`src/rtl/ucsbece154_mem_pkg.sv`:
```
// Shared definitions for the burst-read memory subsystem: arbiter state
// encoding, number of memory requesters and the default block size that
// the caches, the memory model and the arbiter must agree on.
package ucsbece154_mem_pkg;

  localparam int NUM_MEM_PORTS = 2;
  localparam int BLOCK_WORDS   = 4;

  typedef enum logic [1:0] {
    IDLE  = 2'd0,
    ISSUE = 2'd1,
    BURST = 2'd2
  } arb_state_t;

endpackage

```
`src/rtl/ucsbece154_arb_pick.sv`:
```
// Combinational two-requester selector returning a one-hot winner.
// Build option: define UCSBECE154_ARB_RR_EN to break ties in favour of the
// port that was not served last; otherwise port 0 always wins a tie.
module ucsbece154_arb_pick
  import ucsbece154_mem_pkg::*;
(
  input  logic                     req0_i,
  input  logic                     req1_i,
  input  logic                     last_gnt_i,
  output logic [NUM_MEM_PORTS-1:0] win_o
);

`ifndef UCSBECE154_ARB_RR_EN
  // Fixed priority ignores the history bit; keep it visibly consumed.
  logic unused_last_gnt;
  assign unused_last_gnt = last_gnt_i;
`endif

  // Select at most one requester per evaluation.
  always_comb begin
    // NOTE: assigning a default before any branch keeps every path driven,
    // so no latch is inferred when no request is pending.
    win_o = '0;
`ifdef UCSBECE154_ARB_RR_EN
    if (req0_i && req1_i) begin
      win_o = last_gnt_i ? 2'b01 : 2'b10;
    end else if (req0_i) begin
      win_o = 2'b01;
    end else if (req1_i) begin
      win_o = 2'b10;
    end
`else
    if (req0_i) begin
      win_o = 2'b01;
    end else if (req1_i) begin
      win_o = 2'b10;
    end
`endif
  end

endmodule

```
`src/rtl/ucsbece154_mem_arbiter.sv`:
```
// Two-port block-fill arbiter in front of the burst-read memory. Port 0 is
// the instruction cache, port 1 the data-cache read-miss path. One burst is
// in flight at a time; beats are routed combinationally to the granted port.
// Build option: UCSBECE154_ARB_RR_EN enables round-robin tie breaking.
module ucsbece154_mem_arbiter
  import ucsbece154_mem_pkg::*;
#(
  parameter int BLOCK_WORDS = ucsbece154_mem_pkg::BLOCK_WORDS,
  parameter int ADDR_W      = 32
) (
  input  logic                           clk,
  input  logic                           reset,

  input  logic                           Req0,
  input  logic [ADDR_W-1:0]              Addr0,
  output logic                           Gnt0,
  output logic                           Ready0,
  output logic [31:0]                    Data0,
  output logic                           Done0,

  input  logic                           Req1,
  input  logic [ADDR_W-1:0]              Addr1,
  output logic                           Gnt1,
  output logic                           Ready1,
  output logic [31:0]                    Data1,
  output logic                           Done1,

  output logic [$clog2(BLOCK_WORDS)-1:0] WordIdx,

  output logic                           MemReadRequest,
  output logic [ADDR_W-1:0]              MemReadAddress,
  input  logic [31:0]                    MemDataIn,
  input  logic                           MemDataReady
);

  localparam int IDX_W = $clog2(BLOCK_WORDS);
  // One spare bit so the counter can never wrap inside a burst.
  localparam int CNT_W = IDX_W + 1;
  // Word index bits plus the two byte-offset bits of a 32-bit word.
  localparam int OFF_W = IDX_W + 2;
  localparam logic [ADDR_W-1:0] ALIGN_MASK =
    ~((ADDR_W'(1) << OFF_W) - ADDR_W'(1));
  localparam logic [CNT_W-1:0] LAST_BEAT = CNT_W'(BLOCK_WORDS - 1);

  arb_state_t               state_q, state_d;
  logic [CNT_W-1:0]         cnt_q, cnt_d;
  logic [NUM_MEM_PORTS-1:0] gnt_q, gnt_d;
  logic                     req_q, req_d;
  logic [ADDR_W-1:0]        addr_q, addr_d;

  logic [NUM_MEM_PORTS-1:0] win;
  logic [ADDR_W-1:0]        sel_addr;
  logic                     last_gnt;
  logic                     beat;
  logic                     last_beat;

`ifdef UCSBECE154_ARB_RR_EN
  // 1 means port 1 was served last, so port 0 wins the next tie.
  logic last_gnt_q, last_gnt_d;
  assign last_gnt = last_gnt_q;
`else
  assign last_gnt = 1'b1;
`endif

  ucsbece154_arb_pick u_pick (
    .req0_i     (Req0),
    .req1_i     (Req1),
    .last_gnt_i (last_gnt),
    .win_o      (win)
  );

  assign sel_addr  = win[1] ? Addr1 : Addr0;
  // Beats only count while a burst is actually outstanding; anything the
  // memory presents in IDLE or ISSUE is dropped.
  assign beat      = MemDataReady && (state_q == BURST);
  assign last_beat = beat && (cnt_q == LAST_BEAT);

  // Next-state logic: grant in IDLE, one request cycle in ISSUE, count beats in BURST.
  always_comb begin
    state_d = state_q;
    cnt_d   = cnt_q;
    gnt_d   = gnt_q;
    req_d   = 1'b0;
    addr_d  = addr_q;
`ifdef UCSBECE154_ARB_RR_EN
    last_gnt_d = last_gnt_q;
`endif
    case (state_q)
      IDLE: begin
        if (win != '0) begin
          gnt_d   = win;
          req_d   = 1'b1;
          addr_d  = sel_addr & ALIGN_MASK;
          cnt_d   = '0;
          state_d = ISSUE;
`ifdef UCSBECE154_ARB_RR_EN
          last_gnt_d = win[1];
`endif
        end
      end
      ISSUE: begin
        state_d = BURST;
      end
      BURST: begin
        if (beat) begin
          cnt_d = cnt_q + CNT_W'(1);
          if (last_beat) begin
            // Release memory and return every output to its idle value.
            cnt_d   = '0;
            gnt_d   = '0;
            addr_d  = '0;
            state_d = IDLE;
          end
        end
      end
      default: begin
        state_d = IDLE;
        cnt_d   = '0;
        gnt_d   = '0;
        addr_d  = '0;
      end
    endcase
  end

  // State register with synchronous active-high reset.
  always_ff @(posedge clk) begin
    // NOTE: non-blocking assignments so every register samples the values
    // from before this edge, independent of statement order.
    if (reset) begin
      state_q <= IDLE;
      cnt_q   <= '0;
      gnt_q   <= '0;
      req_q   <= 1'b0;
      addr_q  <= '0;
`ifdef UCSBECE154_ARB_RR_EN
      last_gnt_q <= 1'b1;
`endif
    end else begin
      state_q <= state_d;
      cnt_q   <= cnt_d;
      gnt_q   <= gnt_d;
      req_q   <= req_d;
      addr_q  <= addr_d;
`ifdef UCSBECE154_ARB_RR_EN
      last_gnt_q <= last_gnt_d;
`endif
    end
  end

  assign Gnt0           = gnt_q[0];
  assign Gnt1           = gnt_q[1];
  assign Ready0         = beat & gnt_q[0];
  assign Ready1         = beat & gnt_q[1];
  assign Done0          = last_beat & gnt_q[0];
  assign Done1          = last_beat & gnt_q[1];
  assign Data0          = MemDataIn;
  assign Data1          = MemDataIn;
  assign WordIdx        = cnt_q[IDX_W-1:0];
  assign MemReadRequest = req_q;
  assign MemReadAddress = addr_q;

endmodule

```
`config.mk`:
```
export PLATFORM = sky130hd
export DESIGN_NAME = ucsbece154_mem_arbiter
export DESIGN_NICKNAME = d
export VERILOG_FILES = /design/src/rtl/ucsbece154_mem_pkg.sv /design/src/rtl/ucsbece154_arb_pick.sv /design/src/rtl/ucsbece154_mem_arbiter.sv
export SDC_FILE = /design/constraint.sdc
export NUM_CORES = 1
export LEC_CHECK = 0
export ABC_AREA = 0
export CORE_AREA = 2 2 80 82
export DETAILED_ROUTE_END_ITERATION = 6
export DIE_AREA = 0 0 82 84
export DONT_BUFFER_PORTS = 1
export HOLD_SLACK_MARGIN = 0.15
export SLEW_MARGIN = 20
export SYNTH_ARGS = -nofsm -noshare
export SYNTH_HDL_FRONTEND = slang
export SYNTH_SLANG_ARGS = --single-unit
```
`constraint.sdc`:
```
create_clock -name clk -period 1.36 [get_ports clk]
set_input_delay 0.136 -clock clk [delete_from_list [all_inputs] [get_ports clk]]
set_output_delay 0.136 -clock clk [all_outputs]
set_load 0.01 [all_outputs]
```
## Word-level counts from Yosys, hierarchy flattened

Index checks and enable logic that the tools add are counted.

- Register bits: 40
- Word-level logic and storage cells: 44
- Output and inout bits: 105

- Bitwise gates (word level): 6
- Add/subtract/negate cells: 1
- Mux-type cells: 18
- Reduce and logical (&&, ||, !) cells: 8
- Equal/unequal tests: 6

Operators with widths:

| kind | count |
|---|---|
| 32-bit 2-to-1 mux | 4 |
| 32-bit case mux with 3 select lines | 1 |
| 2-bit 2-to-1 mux | 6 |
| 2-bit case mux with 3 select lines | 2 |
| 3-bit 2-to-1 mux | 3 |
| 3-bit case mux with 3 select lines | 1 |
| 2-bit inequality test (second input constant) | 3 |
| 3-bit AND reduction | 2 |
| 1-bit bitwise AND | 4 |
| 4-bit AND reduction | 1 |
| 3-bit by 1-bit adder with 3-bit output (second input constant) | 1 |
| 3-bit by 2-bit equality test with 1-bit output (second input constant) | 1 |
| 2-bit by 1-bit equality test with 1-bit output (second input constant) | 1 |
| 2-bit equality test (second input constant) | 1 |
| 1-bit logical AND | 2 |
| 2-bit zero test | 1 |
| 1-bit NOT | 2 |
| 2-bit nonzero test | 1 |
| 2-bit OR reduction | 1 |
| 1-bit 2-to-1 mux | 1 |

## Logic depth before layout (Yosys ltp)

Gate-level depths: netlist of the first run.

- Depth in word-level cells: 6
- Depth in mapped cells: 5

## Modules after synthesis

From an unflattened synthesis of the first run, not the netlist that was laid out.

- Cells, all modules: 208
- Area, all modules: 2090.8 um^2

By module, submodules not included:

| module | times used | cells an instance | area each (um^2) |
|---|---|---|---|
| ucsbece154_mem_arbiter | 1 | 206 | 2069.5 |
| ucsbece154_arb_pick | 1 | 2 | 21.3 |

## Worst setup path after synthesis of the first run

Ideal clock, no wire load.

- Path kind: register to register
- Start: reg cnt_q[0]
- End: reg gnt_q[0]
- Required time: 1.244 ns
- Stages on the path, launching flop included: 6
- Clock period less this slack: 1.342 ns
- Arrival: 1.226 ns
- Setup slack: 0.018 ns
- Cells stage by stage: dfxtp_1 ha_1 and3b_1 o32ai_4 buf_6 a22o_4

- Word-level cells in the longest chain between the ends: 4

RTL lines:

| element | line | source |
|---|---|---|
| start, declared | ucsbece154_mem_arbiter.sv:46 | `logic [CNT_W-1:0] cnt_q, cnt_d;` |
| start signal, assigned | ucsbece154_mem_arbiter.sv:140 | `cnt_q <= cnt_d;` |
| 3-bit by 2-bit equality test with 1-bit output | ucsbece154_mem_arbiter.sv:76 | `assign last_beat = beat && (cnt_q == LAST_BEAT);` |
| 1-bit logical AND | ucsbece154_mem_arbiter.sv:76 |  |
| 2-bit inequality test (no line) | n/a |  |
| 4-bit AND reduction (no line) | n/a |  |
| end signal, assigned | ucsbece154_mem_arbiter.sv:141 | `gnt_q <= gnt_d;` |
| end, declared | ucsbece154_mem_arbiter.sv:47 | `logic [NUM_MEM_PORTS-1:0] gnt_q, gnt_d;` |

Every way passes these cells.
A chain may end at the register's enable or synchronous reset.

## Worst setup path in the final report of the first run

- Start: reg cnt_q[0]
- End: out Done1

- Word-level cells in the longest chain between the ends: 3

RTL lines:

| element | line | source |
|---|---|---|
| 3-bit by 2-bit equality test with 1-bit output | ucsbece154_mem_arbiter.sv:76 |  |
| 1-bit logical AND | ucsbece154_mem_arbiter.sv:76 |  |
| 1-bit bitwise AND | ucsbece154_mem_arbiter.sv:155 | `assign Done1 = last_beat & gnt_q[1];` |
| end, declared | ucsbece154_mem_arbiter.sv:26 | `output logic Done1,` |

Every way passes these cells.

==> results.txt, run 1 <==
status: finished, violations left
violated checks: negative setup slack
first-pass GRT wire length: 7890 µm
DRC violations left: 0
Yosys cell types: 27
crit path DAT: 1310 ps
sequential power share: 48.9%
GR Util All Layers: 15.3%
Final Total Pwr: 2.64 mW
Die W: 82 µm
area delta synth->final: 18.2%
critical path class: flip-flop to output port
vias: 1388
top_reg_cell synth: dfxtp_1
total net switching power: 0.708 mW
PortBufs: 0
final hold violations: 0
Seq/Total Area, Yosys: 34.3%
min-delay src: Req1
Synth top area share: 34.3%
area leader, netlist: dfxtp_1
clock sink total: 36
drt first pass iters: 3
EDFF count, synth: 0
CTS H-Tree Depth: 2
Worst-path clk slew: 70 ps
Logic pwr share: 19.9%
full die area: 6890 µm²
Final setup viols: 31
CP max FO: 2
Worst VDD drop: 690 µV
die height: 84 µm
r2r startpoint: cnt_q[0]
post-route minimum period: 1450 ps
Slew Limit Fails: 0
#FFs+latches synth: 36
fill count: 572
antenna cell count: 0
grt ovf: 0
internal power: 1.93 mW
CP max stage delay: 360 ps
GP Congestion: 0.753
Fmax: 0.692 GHz
initial antenna violation count: 0
I/O pins: 206
synth warn: 0
Crit path required time: 1220 ps
Final Cycle Share: 106%
asr flop ratio synth: 0%
clock power share: 31.2%
Switching Fraction: 26.8%
Initial Utilization: 34.4%
Starting DRT DRC Count: 32
Final Non-Filler Cells: 284
Synth top cells by count: buf_4 (70), dfxtp_1 (36), mux2i_1 (28), o2bb2ai_1 (28), buf_6 (6)
Cell Chain, Critical Path: ha_4, and3b_2, buf_6, and3_4
cells after synthesis: 204
Nets: 309
HPWL after DPL: 3290 µm
worst min path class: input port to flip-flop
mean number of vias per cell: 4.89
syn avg cell area: 10.3 µm²
critical path launch point type: flip-flop
most common cell in the netlist: buf_4
RSZ-0062 raised after global routing: true
Avg WL per Cell: 17.9 µm
synthesized cell area: 2100 µm²
vias in the first global route: 1539
Pwr Density: 1060 nW/µm²
Max clock buf depth: 2
Worst Clk Skew: 1.86 ps
Critical Path End Type: output port
Hold WS: 189 ps
worst setup path start: cnt_q[0]
CTS Root Buffer Type: clkbuf_8
setup ws final: -85.1 ps
Pleak: 1.07 nW
core region area: 6100 µm²
CP max-delay cell: dfxtp_2
Post-Place Cells: 216
Area contributors post-synth: dfxtp_1 (34%), buf_4 (25%), mux2i_1 (13%)
maxcap violations: 0
Site Rows: 29
clk_lat worst skew: 280 ps
largest net degree at the start of global routing: 27
share of cells above drive strength 1: 18.4%
final core utilization: 40.7%
final wirelength: 5080 µm
total CTS buffers: 5
CTS tree: built
Final ANT Viol Nets: 0
what timing repair did:
action                                  4_1_cts  5_1_grt
buffers inserted                              1        0
hold endpoints to repair                     34        0
pin swaps                                     2        2
gates resized for setup                      11        4
endpoints found under the setup margin       34       34
hold buffers                                 60        0
area by class of cell:
class | count | area [µm²] | share of cell area (%)
clock buffers | 7 | 96.3 | 3.88
repair buffers | 72 | 723 | 29.1
well taps | 77 | 96.3 | 3.88
flip-flops and latches | 36 | 724 | 29.2
multi-input cells | 87 | 822 | 33.1
inverters | 5 | 18.8 | 0.756
final timing paths:
kind | end | slack [ps] | cells past startpoint
hold / removal | state_q[0] | 190 | 3
setup reg to reg | MemReadAddress[5] | -60 | 5
setup / recovery | Done1 | -90 | 4
hold reg to reg | cnt_q[2] | 490 | 2
registers in the layout, summed over array words and instances (netlist names):
register and count:
gnt_q 2, state_q 2, cnt_q 3, MemReadAddress 28, MemReadRequest 1
power by group through the flow:
stage / clock [mW] / combinational, mW / sequential, mW
after global placement: 0 / 0.333 / 1.31
after floorplan: 0 / 0.471 / 1.29
final: 0.823 / 0.524 / 1.29
after global routing: 0.909 / 0.572 / 1.30
after CTS: 0.859 / 0.510 / 1.29
after detailed placement: 0 / 0.340 / 1.31
critical path: cells and delay by family (launching register included):
| family | cells | cell delay, ps |
|---|---|---|
| AND/OR/NAND/NOR | 2 | 430 |
| flip-flops | 1 | 360 |
| adder cells (fa/ha/maj) | 1 | 140 |
| buffers and inverters | 1 | 110 |
cells by family after synthesis:
group,Yosys count,share of synthesized area (%)
compound gates,40,17.4
fa+ha+maj,1,0.596
buf+inv,84,29.7
flops,36,34.3
mux,28,13.4
other cells,1,0.179
simple gates,14,4.41
layer usage:
metal	GRT usage, %	routed length (µm)
met4	7.73	175
met5	0	0
met1	14.7	1720
met2	25.8	2550
met3	8.44	636
stage by stage:
step           setup slack (ps)  setup TNS [ps]  area, µm²
2_1_floorplan              18.0               0       2110
3_3_place_gp              -83.7           -1430       1720
3_5_place_dp              -84.8           -1560       1720
4_1_cts                    -110           -1420       2460
5_1_grt                    -152           -2960       2480
6_report                  -85.1            -900       2480
cell usage in the layout, fill, tap and decap left out, drive strengths merged:
master	instances
a21oi	2
a22o	1
a2bb2oi	1
a32o	3
and3	5
and3b	1
buf	12
clkbuf	7
conb	4
dfxtp	36
dlygate4sd3	60
ha	1
inv	5
mux2i	28
nand2	1
nand2b	3
nor2b	1
nor3	2
o21ai	2
o21ba	1
o22ai	1
o2bb2ai	28
o32ai	1
or2	1
No activity file was read; power rests on OpenSTA's default activity.
==> run 2, diff against run 1 <==
--- a/config.mk
+++ b/config.mk
@@ -6,11 +6,13 @@
 export NUM_CORES = 1
 export LEC_CHECK = 0
 export ABC_AREA = 0
-export CORE_AREA = 2 2 80 82
+export CORE_MARGIN = 1.5
+export CORE_UTILIZATION = 27
+export CTS_CLUSTER_SIZE = 40
 export DETAILED_ROUTE_END_ITERATION = 6
-export DIE_AREA = 0 0 82 84
-export DONT_BUFFER_PORTS = 1
+export GPL_ROUTABILITY_DRIVEN = 0
 export HOLD_SLACK_MARGIN = 0.15
+export PLACE_DENSITY = 0.77
 export SLEW_MARGIN = 20
 export SYNTH_ARGS = -nofsm -noshare
 export SYNTH_HDL_FRONTEND = slang
==> run 2 against run 1 <==
Against the previous run: maximum frequency down 5.5%; critical endpoint is now MemReadAddress[28]; clock power down 5.1%; register-to-register slack worse by 110 ps; count of clock-buffer cells in the layout up 1; the flow still finishes with violations (negative setup slack); combinational power up 53%; first-iteration DRC count up 28%; clock skew up 4.6 ps; sequential power down 5%; wire length up 7.3%.
==> results.txt, run 2 (synthesized netlist as in run 1, its figures left out) <==
Switching Fraction: 26.2%
final hold violations: 0
initial antenna violation count: 0
Max clock buf depth: 2
PortBufs: 97
Avg WL per Cell: 15.5 µm
Worst Clk Skew: 6.51 ps
DRC violations left: 0
total CTS buffers: 5
CTS Root Buffer Type: clkbuf_8
HPWL after DPL: 4350 µm
Setup WS pre-CTS: -338 ps
grt ovf: 0
hold path cells: 0
Logic pwr share: 28.5%
die height: 91.2 µm
GR Util All Layers: 13.1%
critical path class: flip-flop to flip-flop
Pwr Density: 965 nW/µm²
largest net degree at the start of global routing: 25
clock power share: 27.8%
share of cells above drive strength 1: 18.2%
core region area: 7370 µm²
maxcap violations: 0
Nets: 354
Critical Path End Type: flip-flop
critical path launch point type: flip-flop
full die area: 8310 µm²
worst reg2reg setup slack: -170 ps
worst min path class: input port to output port
vias: 1544
most frequent cells in the layout: clkdlybuf4s50_1 (85), dfxtp_1 (31), mux2i_1 (28), o2bb2ai_1 (28), buf_4 (15)
CP max FO: 20
internal power: 2.07 mW
Crit path required time: 1570 ps
r2r endpoint: MemReadAddress[28]
I/O pins: 206
Die W: 91.2 µm
RSZ-0062 raised after global routing: true
violated checks: negative setup slack
clock sink total: 36
first-pass GRT wire length: 8470 µm
Worst VDD drop: 606 µV
cells on worst reg2reg path: 6
Slew Limit Fails: 0
commonest non-fill, non-tap cell in the layout: clkdlybuf4s50_1
Worst-path clk slew: 70 ps
antenna cell count: 0
final wirelength: 5450 µm
post-route minimum period: 1530 ps
Fmax: 0.654 GHz
CTS tree: built
worst setup path start: cnt_q[0]
r2r startpoint: cnt_q[0]
vias in the first global route: 1655
mean number of vias per cell: 4.39
Final Cycle Share: 112%
sequential power share: 43.7%
Largest register FFs: 28
clk_lat worst skew: 280 ps
drt first pass iters: 4
Starting DRT DRC Count: 41
min-delay src: MemDataIn[15]
Hold WS: 272 ps
Final setup viols: 32
Pleak: 1.34 nW
status: finished, violations left
Site Rows: 31
crit path to: MemReadAddress[28]
Final ANT Viol Nets: 0
crit path DAT: 1740 ps
CTS H-Tree Depth: 2
Initial Utilization: 28.5%
setup ws final: -170 ps
# hold bufs at CTS: 0
area delta synth->final: 38.8%
total net switching power: 0.737 mW
==> run 2: cell types whose count changed in the layout (fill, tap and decap cells not counted), moves of 3 or more <==
cell | previous run | this run
buf_4 | 8 | 15
dlymetal6s2s_1 | 0 | 6
clkdlybuf4s50_1 | 0 | 85
o2bb2ai_1 | 25 | 28
o2bb2ai_2 | 3 | 0
dlygate4sd3_1 | 60 | 0
==> run 2: power groups by stage <==
| stage | logic [mW] | registers (mW) | clock network (mW) |
|---|---|---|---|
| after floorplan | 0.471 | 1.29 | 0 |
| after global placement | 0.792 | 1.24 | 0 |
| after detailed placement | 0.808 | 1.24 | 0 |
| after CTS | 0.821 | 1.23 | 0.806 |
| after global routing | 0.862 | 1.24 | 0.858 |
| final | 0.802 | 1.23 | 0.781 |
==> run 2: metrics by stage <==
step	cell area [µm²]	instances	util (%)	TNS [ps]	power, mW
after floorplan	2110	207	-	0	1.76
after global placement	2780	342	37.7	-8080	2.04
after detailed placement	2780	342	37.7	-8700	2.05
after CTS	2910	352	39.4	-4600	2.85
after global routing	2910	352	39.5	-6350	2.96
final	2910	352	39.5	-4430	2.81
==> run 2: worst max-delay path, stage by stage, from the launching register on <==
cell and delay (ps):
dfxtp_2 340, ha_4 160, and3b_2 220, buf_6 120
o32ai_4 270, buf_12 200, o2bb2ai_1 130
==> run 2: routing by layer <==
metal | vias to the layer above | part of all wire [%] | track usage [%]
met3 | 16 | 9.8 | 5.03
met5 | - | 0 | 0
met2 | 98 | 53 | 25.1
met4 | 0 | 1.4 | 3.65
li1 | 738 | - | -
met1 | 692 | 36 | 12.9
==> run 2: how the worst min path moves through the flow <==
| stage | endpoint | slack (ps) |
|---|---|---|
| final | Data0[15] | 270 |
| after global routing | Data1[11] | 270 |
| after CTS | Data0[2] | 270 |
| after detailed placement | Data0[2] | 270 |
| after global placement | Data0[2] | 270 |
| after floorplan | state_q[1] | 210 |
==> run 2: final cells by class <==
type,instances,area [µm²]
clock buffer,8,90.1
fill,741,4460
inverter,5,18.8
multi-input combinational,87,793
sequential,36,727
tap,99,124
timing repair buffer,117,1160
==> run 2: repair_timing <==
action | CTS | global route
buffers inserted | 2 | 0
endpoints found under the setup margin | 38 | 40
pin swaps | 1 | 0
gates cloned | 0 | 0
gates resized for setup | 26 | 8
